[config.mk]
export PLATFORM = sky130hd
export DESIGN_NAME = dmem_arbiter
export DESIGN_NICKNAME = d
export VERILOG_FILES = /design/src/rtl/dmem_arbiter.sv
export SDC_FILE = /design/constraint.sdc
export NUM_CORES = 1
export LEC_CHECK = 0
export CAP_MARGIN = 30
export CELL_PAD_IN_SITES_DETAIL_PLACEMENT = 0
export CELL_PAD_IN_SITES_GLOBAL_PLACEMENT = 2
export CORE_MARGIN = 2
export CORE_UTILIZATION = 10
export DETAILED_ROUTE_END_ITERATION = 8
export GPL_TIMING_DRIVEN = 0
export PLACE_DENSITY = 0.82
export SLEW_MARGIN = 40
export SYNTH_ARGS = -nofsm -noshare
export SYNTH_HDL_FRONTEND = slang
export SYNTH_SLANG_ARGS = --single-unit
[constraint.sdc]
create_clock -name clk -period 2.52 [get_ports clk]
set_input_delay 0.504 -clock clk [delete_from_list [all_inputs] [get_ports clk]]
set_output_delay 0.504 -clock clk [all_outputs]
set_load 0.05 [all_outputs]
[src/rtl/dmem_arbiter.sv]
// dmem_arbiter: shares the single data_memory port between the processor
// load/store path (port P) and the block-transfer engine (port D).
// A registered owner FSM grants the port with round-robin tie breaking and
// a burst cap so that neither requester can starve the other.
module dmem_arbiter #(
  parameter int AW        = 32,
  parameter int DW        = 32,
  parameter int MAX_BURST = 16
) (
  input  logic          clk,
  input  logic          rst,
  input  logic          p_req,
  input  logic          p_we,
  input  logic [AW-1:0] p_addr,
  input  logic [DW-1:0] p_wdata,
  output logic [DW-1:0] p_rdata,
  output logic          p_ack,
  output logic          p_stall,
  input  logic          d_req,
  input  logic          d_we,
  input  logic [AW-1:0] d_addr,
  input  logic [DW-1:0] d_wdata,
  input  logic          d_last,
  output logic [DW-1:0] d_rdata,
  output logic          d_ack,
  output logic          m_we,
  output logic [AW-1:0] m_addr,
  output logic [DW-1:0] m_wdata,
  input  logic [DW-1:0] m_rdata,
  output logic [1:0]    owner
);

  localparam int CW = $clog2(MAX_BURST + 1);
  localparam logic [CW-1:0] BEAT_LAST = CW'(MAX_BURST - 1);

  typedef enum logic [1:0] {
    IDLE  = 2'b00,
    OWN_P = 2'b01,
    OWN_D = 2'b10
  } state_t;

  state_t        state;
  state_t        state_nxt;
  logic          last_owner;
  logic [CW-1:0] beat_cnt;
  logic          at_cap;

  // Acks only while out of reset, so a reset mid-burst can never write memory.
  assign p_ack   = rst & (state == OWN_P) & p_req;
  assign d_ack   = rst & (state == OWN_D) & d_req;
  assign p_stall = p_req & ~p_ack;
  assign at_cap  = (beat_cnt == BEAT_LAST);

  assign m_we    = (p_ack & p_we) | (d_ack & d_we);
  assign p_rdata = m_rdata;
  assign d_rdata = m_rdata;
  assign owner   = state;

  // Route the owning port's address and write data to memory; idle drives zero.
  always_comb begin
    m_addr  = '0;
    m_wdata = '0;
    case (state)
      OWN_P: begin
        m_addr  = p_addr;
        m_wdata = p_wdata;
      end
      OWN_D: begin
        m_addr  = d_addr;
        m_wdata = d_wdata;
      end
      default: begin
        m_addr  = '0;
        m_wdata = '0;
      end
    endcase
  end

  // Next owner: round-robin on ties, direct handover, burst cap when the other side waits.
  always_comb begin
    state_nxt = state;
    case (state)
      IDLE: begin
        if (p_req && d_req) begin
          state_nxt = last_owner ? OWN_P : OWN_D;
        end else if (p_req) begin
          state_nxt = OWN_P;
        end else if (d_req) begin
          state_nxt = OWN_D;
        end
      end
      OWN_P: begin
        if (!p_req) begin
          state_nxt = d_req ? OWN_D : IDLE;
        end else if (p_ack && at_cap && d_req) begin
          state_nxt = OWN_D;
        end
      end
      OWN_D: begin
        if (d_ack && d_last) begin
          state_nxt = p_req ? OWN_P : IDLE;
        end else if (!d_req) begin
          state_nxt = p_req ? OWN_P : IDLE;
        end else if (d_ack && at_cap && p_req) begin
          state_nxt = OWN_P;
        end
      end
      default: state_nxt = IDLE;
    endcase
  end

  // Owner state, departing-owner memory (1 = engine) and saturating beat counter.
  always_ff @(posedge clk) begin
    if (!rst) begin
      state      <= IDLE;
      last_owner <= 1'b1;
      beat_cnt   <= '0;
    end else begin
      state <= state_nxt;
      if (state_nxt != state) begin
        beat_cnt <= '0;
        if (state != IDLE) begin
          last_owner <= (state == OWN_D);
        end
      end else if ((p_ack || d_ack) && !at_cap) begin
        beat_cnt <= beat_cnt + CW'(1);
      end
    end
  end

endmodule

Yosys cells after proc, flatten, opt, wreduce, memory -nomap -nowiden

Cells that the tools add are included.
Widths: inputs -> output; s select.

Flip-flop bits (word level): 8
Output and inout port bits: 134

Add/subtract/negate cells: 1
Equal/unequal tests: 4
Muxes and demuxes: 14
Bitwise operators: 10
Reductions and logical operators: 13

Operators by type and width:

| kind                | count |
|---|---|
| $pmux 32 s2         | 2 |
| $mux 2              | 10 |
| $and 1x1->1         | 7 |
| $logic_and 1x1->1   | 7 |
| $pmux 2 s3          | 1 |
| $add 5x1->5 const B | 1 |
| $eq 5x4->1 const B  | 1 |
| $eq 2x1->1 const B  | 1 |
| $eq 2x2->1 const B  | 1 |
| $logic_not 2->1     | 1 |
| $ne 2x2->1          | 1 |
| $not 1->1           | 2 |
| $reduce_and 2->1    | 1 |
| $reduce_bool 2->1   | 1 |
| $reduce_or 2->1     | 1 |
| $logic_not 1->1     | 1 |
| $logic_or 1x1->1    | 1 |
| $mux 1              | 1 |
| $or 1x1->1          | 1 |

Longest topological paths before layout

Word-level depth: 11
Depth in mapped cells: 8
Depth with buffers taken out: 8

Worst setup path before layout

OpenSTA, ideal clock, no wires.

Kind: reg2out
Start point: register state[1], in the netlist owner[1]
End point: output p_stall
Arrival: 2.761 ns
Data required time: 2.016 ns
Path slack: -0.745 ns
Stages on the path, launching flop included: 7
Buffers on the path: 3
Cells stage by stage: dfxtp_1 inv_1 ha_1 buf_6 clkbuf_1 buf_1 a21boi_0

Cells in the longest elaborated chain, start to end: 5

Ends and longest elaborated chain:

| what                     | line | text |
|---|---|---|
| from (decl)              | 42   | `state_t state;` |
| from (signal assigned)   | 119  | `state <= state_nxt;` |
| $eq 2x1->1               | 49   | `assign p_ack = rst & (state == OWN_P) & p_req;` |
| $and 1x1->1 (2 in a row) | 49   |  |
| $not 1->1                | 51   | `assign p_stall = p_req & ~p_ack;` |
| $and 1x1->1              | 51   |  |
| to (decl)                | 18   | `output logic p_stall,` |

Every way passes these cells.

Worst setup path after layout

Start point: register state[0], in the netlist owner[0]
End point: output m_wdata[9]

Cells in the longest elaborated chain, start to end: 2
Elaborated cells on any way between the ends: 3

Ends and longest elaborated chain:

| what                                     | line | text |
|---|---|---|
| $eq 2x2->1 or $eq 2x1->1 (tied branches) | 63   | `case (state)` |
| $pmux 32 s2 (*)                          | 63   |  |
| to (decl)                                | 28   | `output logic [DW-1:0] m_wdata,` |

Mark *: on every way between the ends. The rest lies on a longest branch, timed or not.

==> run summary <==
The total congestion overflow came out at 0. The gate count after technology mapping is between 200 and 300. For this run, the post-layout net count is 740. The total number of vias is about 3100. The number of remaining DRC errors is 0.

VDD sags by at most 0.120 mV. The total power came out at between 2 and 2.5 mW. The CTS buffer count is 3. The sequential share of the synthesized area is 0.0739.

The sequential power share is 0.071. The share of cells above drive strength 1 came out at 0.437. The cell area after layout is ~0.0054 mm^2. After synthesis the netlist holds a flip-flop and latch count of 8. The deepest clock path buffer count is 2. By area the synthesized netlist is led by sky130_fd_sc_hd__buf_4 (23%), sky130_fd_sc_hd__a22oi_1 (23%), sky130_fd_sc_hd__nor2b_1 (19%), sky130_fd_sc_hd__dfxtp_1 (7.4%), sky130_fd_sc_hd__ha_1 (3.5%).

TritonCTS built the clock tree. The repair_antennas step left the layout with diodes totalling 0. The required time of the worst setup path came out at 2020 ps. The root buffer cell chosen for the clock tree is sky130_fd_sc_hd__clkbuf_16. The die span in x came out at approximately 150 um. The worst hold path belongs to the class reg -> reg. The HPWL after detailed placement is ~9500 um. In this run the critical register-to-register path is launched from beat_cnt[0]$_SDFFE_PP0P_. The worst register-to-register path ends at beat_cnt[4]$_SDFFE_PP0P_. The number of maximum-capacitance violations came out at 0. The first global-routing pass estimated approximately 16000 um of wire. At the pin with the least slew margin, the transition time is approximately 520 ps. The largest net degree at the start of global routing came out at 11. CTS saw 8 sinks. Tracing the worst setup path back leads to its startpoint at owner[0]$_SDFF_PN0_.

At the placement stage, the worst setup path has a slack of -1140 ps. The Yosys step of the flow raised 0 warnings. The combinational cell fraction of total power came out at 0.804. Dividing the detail-routed via count by the number of cells gives approximately 3.7. The max-slew violation total from the final report came out at 0.

The number of hold violations in the final report came out at 0. The number of nets in the synthesized netlist is 468. The initial standard-cell utilization of the core is 0.102. The setup slack of the worst register-to-register path is between 400 and 500 ps. The worst setup path is launched from a register. The async set or reset register ratio after synthesis came out at 0. The share of synthesized area in the top cell type comes to 0.229. The type of the worst setup path is reg -> out. The internal power of the cells came out at about 1.1 mW.

The highest clock rate is slightly above 400 MHz. Synthesis instantiated 40 different standard cells from the library. The endpoint arrival time on the critical path is 1910 ps.

Leaving out fill and tap cells, the most frequent cell in the layout is sky130_fd_sc_hd__clkdlybuf4s50_1. After the flow finishes, the layout carries non-filler instances totaling 840. The number of global-route vias before repair was 3047. Setup violations remaining at the end of the flow were counted as 0. The switching power came out at a little over 1 mW. In this run the number of H-tree levels came out at 1. The final worst-path setup slack came out at about 110 ps.

Counting cells, the worst reg-to-reg path comes to 8. The post-layout minimum cycle time came out at 2410 ps. The total length of routed wires came out at 11300 um. The cell area after synthesis came out at ~0.0022 mm^2. The number of rows in the core area came out at 53. The number of enable-type register cells in the synthesized netlist came out at 0. The overall track demand over capacity in global routing is 0.0856. The worst hold slack across all endpoints is 510 ps. In this run, the number of DRC markers left after iteration 0 of detailed routing was 94. The switching share of total power came out at 0.481.

The core region is 0.0212 mm^2. The die is between 150 and 200 um tall. The count of nets left with antenna violations after detail routing is 0. Port buffering added 268 buffers. For this run, the leading register cell type out of synthesis is sky130_fd_sc_hd__dfxtp_1. The run finished with clean final reports. The number of instances on the worst hold path is 2. The post-synthesis average cell area came out at 7.35 um^2. The largest fanout on the critical path came out at 10. Clock-pin slew was measured on the worst setup and hold paths at 40 ps.

Setup repair after global routing could not meet its margin everywhere. The worst-case clock skew came out at around 0.78 ps. The number of cells after detailed placement is roughly 840. The total of hold buffers inserted after clock tree synthesis came out at 0. The die covers about 0.023 mm^2. For this run, the detailed router's first-pass iteration total came to 4. The global placer's final weighted congestion came out at approximately 0.74. The post-detailed-placement cell area is 0.00535 mm^2. The number of antenna violations at the first check in global routing is 0. The capture endpoint of the worst hold path is beat_cnt[3]$_SDFFE_PP0P_. The share of total power in the clock network came out at 0.126. The library cells used most frequently in the layout, excluding fill and tap cells, are sky130_fd_sc_hd__clkdlybuf4s50_1 (200), sky130_fd_sc_hd__buf_4 (99), sky130_fd_sc_hd__nor2b_2 (60). The worst setup path is captured at an output port. 301 I/O pins were placed. The share of the clock period used by the worst path after layout came out at 0.957.

The post-synthesis to final-layout area growth is 151%. The clock insertion delay at the later pin of the skew report is between 200 and 250 ps. The power density relative to cell area came out at 392 mW/mm^2. The post-detailed-route wirelength per cell is 13.5 um.

Summed over all cells, the static leakage comes to approximately 2.1 nW. The largest total area in the synthesized netlist belongs to sky130_fd_sc_hd__buf_4. The remaining max-slew budget at the tightest pin is 0.650. The worst hold path begins at beat_cnt[3]$_SDFFE_PP0P_.
-- Yosys cell counts (all sizes together) (2+ instances only) --
library cell  number
buf               73
a22oi             65
nor2b             65
clkbuf            17
dfxtp              8
inv                7
nor2               7
ha                 6
a21oi              5
and3               5
o21ai              4
mux2i              3
nand3              3
o2111ai            3
a21boi             2
nand2              2
nand2b             2
nand4              2
o211a              2
xor2               2
-- how the worst max path moves through the flow --
stage	end	slack, ps	cells past startpoint
2_1_floorplan	m_addr[0]	10	6
6_report	m_wdata[9]	110	8
5_1_grt	m_addr[21]	-4	8
3_5_place_dp	m_addr[28]	-1140	8
3_3_place_gp	m_addr[28]	-1190	8
4_1_cts	m_addr[11]	1	8
-- power by group through the flow --
stage                     logic [mW]  registers [mW]  clock network [mW]
after floorplan                 1.05           0.163                   0
after global placement          1.70           0.152                   0
after detailed placement        1.69           0.152                   0
after CTS                       1.71           0.150               0.271
after global routing            1.82           0.152               0.280
final                           1.71           0.150               0.268
-- registers in the layout, indices dropped and copies added, names as in the netlist --
signal	flops
owner	2
last_owner	1
beat_cnt	5
-- what timing repair did --
action / CTS / global route
gates resized for setup: 370 / 37
setup endpoints to repair: 68 / 65
pin swaps: 0 / 1
setup buffers: 0 / 0
-- cell type report --
type                            count  area [um^2]
Fill cell                        2328        15700
Timing Repair Buffer              268         2540
Multi-Input combinational cell    190         1580
Buffer                             89          691
Tap cell                          275          344
Sequential cell                     8          168
Clock buffer                        3         75.1
Inverter                            7         26.3
-- per-stage QoR --
stage           util  TNS [ps]
5_1_grt        0.257     -4.23
4_1_cts        0.253         0
3_5_place_dp   0.253    -62280
2_1_floorplan      -         0
6_report       0.257         0
3_3_place_gp   0.253    -61570
-- metal layers --
metal  share of wire  track usage
met5               0            0
met4          0.0084       0.0154
met3            0.11       0.0178
met2            0.50        0.155
met1            0.38        0.105
-- critical path: stages (launching register included) --
cell and delay [ps]:
sky130_fd_sc_hd__dfxtp_4 370, sky130_fd_sc_hd__inv_2 80, sky130_fd_sc_hd__ha_1 190, sky130_fd_sc_hd__buf_4 160, sky130_fd_sc_hd__clkbuf_8 190, sky130_fd_sc_hd__clkbuf_4 200, sky130_fd_sc_hd__a22oi_1 230, sky130_fd_sc_hd__nor2b_2 60
sky130_fd_sc_hd__buf_4 190
-- cells by family after synthesis --
group,Yosys count,synth area share
and+or+nand+nor,88,0.253
AOI/OAI and AO/OA,90,0.319
adders and majority gates,6,0.0346
buffers and inverters,97,0.293
DFF,8,0.0739
xor gates and xnor gates,3,0.0121
muxes,3,0.0139
(Power assumes the default switching activity.)
==> variant 1 (same settings) <==
The parameter `DW` goes from 32 to 64.
--- a/src/rtl/dmem_arbiter.sv
+++ b/src/rtl/dmem_arbiter.sv
@@ -5,5 +5,5 @@
 module dmem_arbiter #(
   parameter int AW        = 32,
-  parameter int DW        = 32,
+  parameter int DW        = 64,
   parameter int MAX_BURST = 16
 ) (
Ports: changed (6 resized); port bits go from 301 to 493. No check against the original RTL was run, so the function may have changed too.
==> variant 1 against the unedited design <==
  * Power increased by 47%
  * Largest cell class unchanged
  * Design area increased by 50%
  * Highest routed layer unchanged
  * Synthesized area increased by 45%
  * Critical path depth decreased by 1
  * Critical path type unchanged
  * Global-route usage increased by 3.6 points
  * First-iteration DRC count increased by 96%
  * Worst hold slack improved by 0.012 ns
  * Combinational power increased by 58%
  * Sequential cell count unchanged
  * Wire length increased by 92%
  * Count of clock-buffer cells in the layout unchanged
  * Setup slack got worse by 0.031 ns
==> variant 1: results (changes against the unedited design) <==
- Crit path DAT: 1.94 ns (+0.03 ns)
- Dpl ws: -1.26 ns (-0.120 ns)
- First-pass GRT wire length: 30.7 mm (+97%)
- GP Congestion: 0.770 (+3.8%)
- Vias per std cell: 3.72 (+0.70%)
- Vias in the first global route: 5003 (+64%)
- Clock latency on the worst-skew pair: approximately 0.24 ns
- Initial antenna violation count: 2 (+2)
- GR Util met2: 23.2% (+7.7 points)
- R2r setup slk: 0.43 ns (-0.05 ns)
- WHS: 0.522 ns (+0.0123 ns)
- Largest cells by area after synthesis: buf_4, a22oi_1, nor2b_1
- DP HPWL: 18.9 mm (+98%)
- Clock Skew: 0.00316 ns (+0.00237 ns)
- Met2 routed WL: 11.3 mm (+100%)
- P_leak: 3.24 nW (+56%)
- 1st-iter DRT viols: 184 (+96%)
- Worst-margin pin slew: 0.569 ns (+0.0458 ns)
- Sequential fraction of the synthesis area: 5.10% (-2.3 points)
- Setup ws final: 0.0787 ns (-0.0305 ns)
- Final nets: 1134 (+53%)
- IO Port Bufs: 428 (+60%)
- Dpl cell area: 8170 um2 (+53%)
- Status: finished, final reports clean
- WL met3: 1.70 mm (+33%)
- CTS buffer count: 3 (unchanged)
- DRT Wirelength: 21.7 mm (+92%)
- DR WL/cell: 17.2 um (+28%)
- GR Util met1: 14.0% (+3.5 points)
- Most common library cells after synthesis: buf_4, a22oi_1, nor2b_1
- Layout cells sized above 1: 44.7% (+1.0 points)
- VDD IR-drop max: 0.173 mV (+44%)
- Placed cells: 1256 (+50%)
- Syn_area_per_cell: 7.27 um2 (-1.0%)
- Syn_nets: 701 (+50%)
- All-layer global routing usage: 12.2% (+3.6 points)
- M1 WL: 8.51 mm (+99%)
[variant 1: logic make-up (layout without fill, tap and decap cells)]
logic type | count (synthesis) | after routing | synth area share [%]
buffers and inverters | 170 | 601 | 36.8
AOI/OAI and AO/OA | 122 | 122 | 30.1
and+or+nand+nor | 120 | 120 | 23.8
DFF | 8 | 8 | 5.10
adders and majority gates | 6 | 6 | 2.39
xor gates and xnor gates | 3 | 3 | 0.836
muxes | 3 | 3 | 0.956
other | 0 | 2 | 0
[variant 1: where the power goes]
group | total [mW] | internal (mW) | switching [mW]
sequential | 0.151 | 0.137 | 0.0136
combinational | 2.71 | 1.18 | 1.53
clock | 0.269 | 0.205 | 0.0647
total | 3.13 | 1.53 | 1.61
[variant 1: layout make-up]
class	count	area (um2)
timing repair buffer	428	3990
tap	396	495
sequential	8	168
multi-input combinational	254	2130
fill	3372	22600
buffer	163	1280
inverter	7	26.3
antenna	2	5.00
clock buffer	3	75.1
[variant 1: timing repair]
| action | CTS | global route |
|---|---|---|
| pin swaps | 0 | 1 |
| resized for setup | 569 | 33 |
| gates cloned | 0 | 0 |
| endpoints found under the setup margin | 100 | 80 |
[variant 1: worst paths after layout]
| kind | cells past startpoint | startpoint | to |
|---|---|---|---|
| worst min-delay path | 2 | beat_cnt[1] | beat_cnt[1] |
| worst max-delay path | 7 | owner[0] | m_we |
| worst min register to register | 2 | beat_cnt[1] | beat_cnt[1] |
| worst max register to register | 8 | beat_cnt[0] | last_owner |
[variant 1: critical path, stage by stage (launching register included)]
cell and delay [ns]:
dfxtp_4 0.38, inv_2 0.08, ha_2 0.22, buf_12 0.16, clkbuf_16 0.18, and3_2 0.21, a22o_2 0.25, buf_2 0.21
==> variant 2 (same settings) <==
Without the edit above. Reset style: asynchronous (`rst`), changed in one clocked block.
--- a/src/rtl/dmem_arbiter.sv
+++ b/src/rtl/dmem_arbiter.sv
@@ -111,5 +111,5 @@
 
   // Owner state, departing-owner memory (1 = engine) and saturating beat counter.
-  always_ff @(posedge clk) begin
+  always_ff @(posedge clk or negedge rst) begin
     if (!rst) begin
       state      <= IDLE;
Behaviour: differs if rst is asserted again (counterexample within 4 cycles, from zero or initial values and one cycle with rst low); with rst held inactive, the same outputs for 10 cycles.
==> variant 2 against the unedited design <==
  * Design area is 1.9% higher
  * Utilization rose by 1.5 points
  * Largest cell class unchanged
  * Die area down 3.5%
  * Wire length rose by 2.7%
  * Global-route usage rose by 1.2 points
  * Synthesized cell count fell by 3.4%
  * Sequential cell count stayed put
  * Worst hold slack worse by 0.33 ns
  * Synthesized area shrank 3.6%
  * Critical path type unchanged
  * Sequential share of layout area increased by 0.60 points
  * Maximum frequency decreased by 2.0%
  * Setup slack worse by 0.050 ns
Power is not compared: it rests on default switching activity, and its combinational part moved more than twofold at a synthesized area within 25%.
==> variant 2: results (changes against the unedited design) <==
- Vias: 2979 (-4.1%)
- Largest cells by area after synthesis: a22oi_1, buf_4, nor2b_1
- Status: finished, final reports clean
- Placed cells: 822 (-1.9%)
- Critical R2R Capture: last_owner
- WHS: 0.176 ns (-0.334 ns)
- Most common library cells after synthesis: a22oi_1, buf_4, nor2b_1
- First-pass GRT wire length: 17.2 mm (+10%)
- Crit path DAT: 1.96 ns (+0.05 ns)
- HP Class: in -> async
- Dpl cell area: 5450 um2 (+1.8%)
- CP max stage cell: dfrtp_2
- Dpl ws: -1.19 ns (-0.0530 ns)
- CP peak stage delay: 0.47 ns (+0.10 ns)
- Post-Synthesis Cells: 285 (-3.4%)
- Main flop type after synthesis: dfrtp_1
- FF-to-FF path depth: 9 (+1)
- R2r setup slk: 0.14 ns (-0.34 ns)
- Final core utilization: 27.2% (+1.5 points)
- Vias per std cell: 3.60 (-2.6%)
- Clock Skew: 0.00118 ns (+0.000398 ns)
- Library cells used by synthesis: 36 (-10%)
- DP HPWL: 9.65 mm (+1.1%)
- Largest net degree at the start of global routing: 18 (+7)
- GP Congestion: 0.745 (+0.31%)
- 1st-iter DRT viols: 55 (-41%)
- Layout fillers: 2261 (-2.9%)
- Syn_nets: 458 (-2.1%)
variant 2: layout make-up:
cell class              count  share of cell area, %
repair buffers            269                   44.8
plain buffers              85                   11.6
inverters                   4                  0.271
flip-flops and latches      8                   3.69
well taps                 270                   6.11
clock buffers               4                   1.42
multi-input cells         187                   32.1
variant 2: worst max-delay path by stage:
stage,start,endpoint,slack [ns]
2_1_floorplan,owner[1],m_addr[10],0.0007
3_3_place_gp,owner[0],m_addr[22],-1.21
3_5_place_dp,owner[0],m_addr[22],-1.19
4_1_cts,owner[1],m_wdata[17],-0.01
5_1_grt,beat_cnt[0],last_owner,-0.02
6_report,owner[1],m_wdata[16],0.06
variant 2: kinds of logic (layout without fill, tap and decap cells):
| group | after synthesis | after routing | share of synthesized area [%] |
|---|---|---|---|
| adders and majority gates | 6 | 6 | 3.59 |
| xor gates and xnor gates | 3 | 3 | 1.26 |
| DFF | 8 | 8 | 9.65 |
| buffers and inverters | 90 | 362 | 28.0 |
| AOI/OAI and AO/OA | 84 | 84 | 29.8 |
| and+or+nand+nor | 91 | 91 | 25.9 |
| muxes | 3 | 3 | 1.74 |
variant 2: layer usage:
layer  vias to the layer above  wire, um  global-route usage, %  share of wire, %
li1                       1485         -                      -                 -
met5                         -         0                      0                 0
met3                        13       864                   2.09               7.4
met4                         0       165                   1.76               1.4
met1                      1328      4540                   12.0                39
met2                       153      6030                   17.5                52
variant 2: worst register-to-register path: stages, from the launching register on:
cell and delay (ns):
dfrtp_1 0.39, ha_1 0.22, and3_1 0.19, ha_2 0.20, and3_4 0.20, o21a_1 0.19
or2_0 0.22, o21a_1 0.20, a31oi_1 0.18, mux2_1 0.33
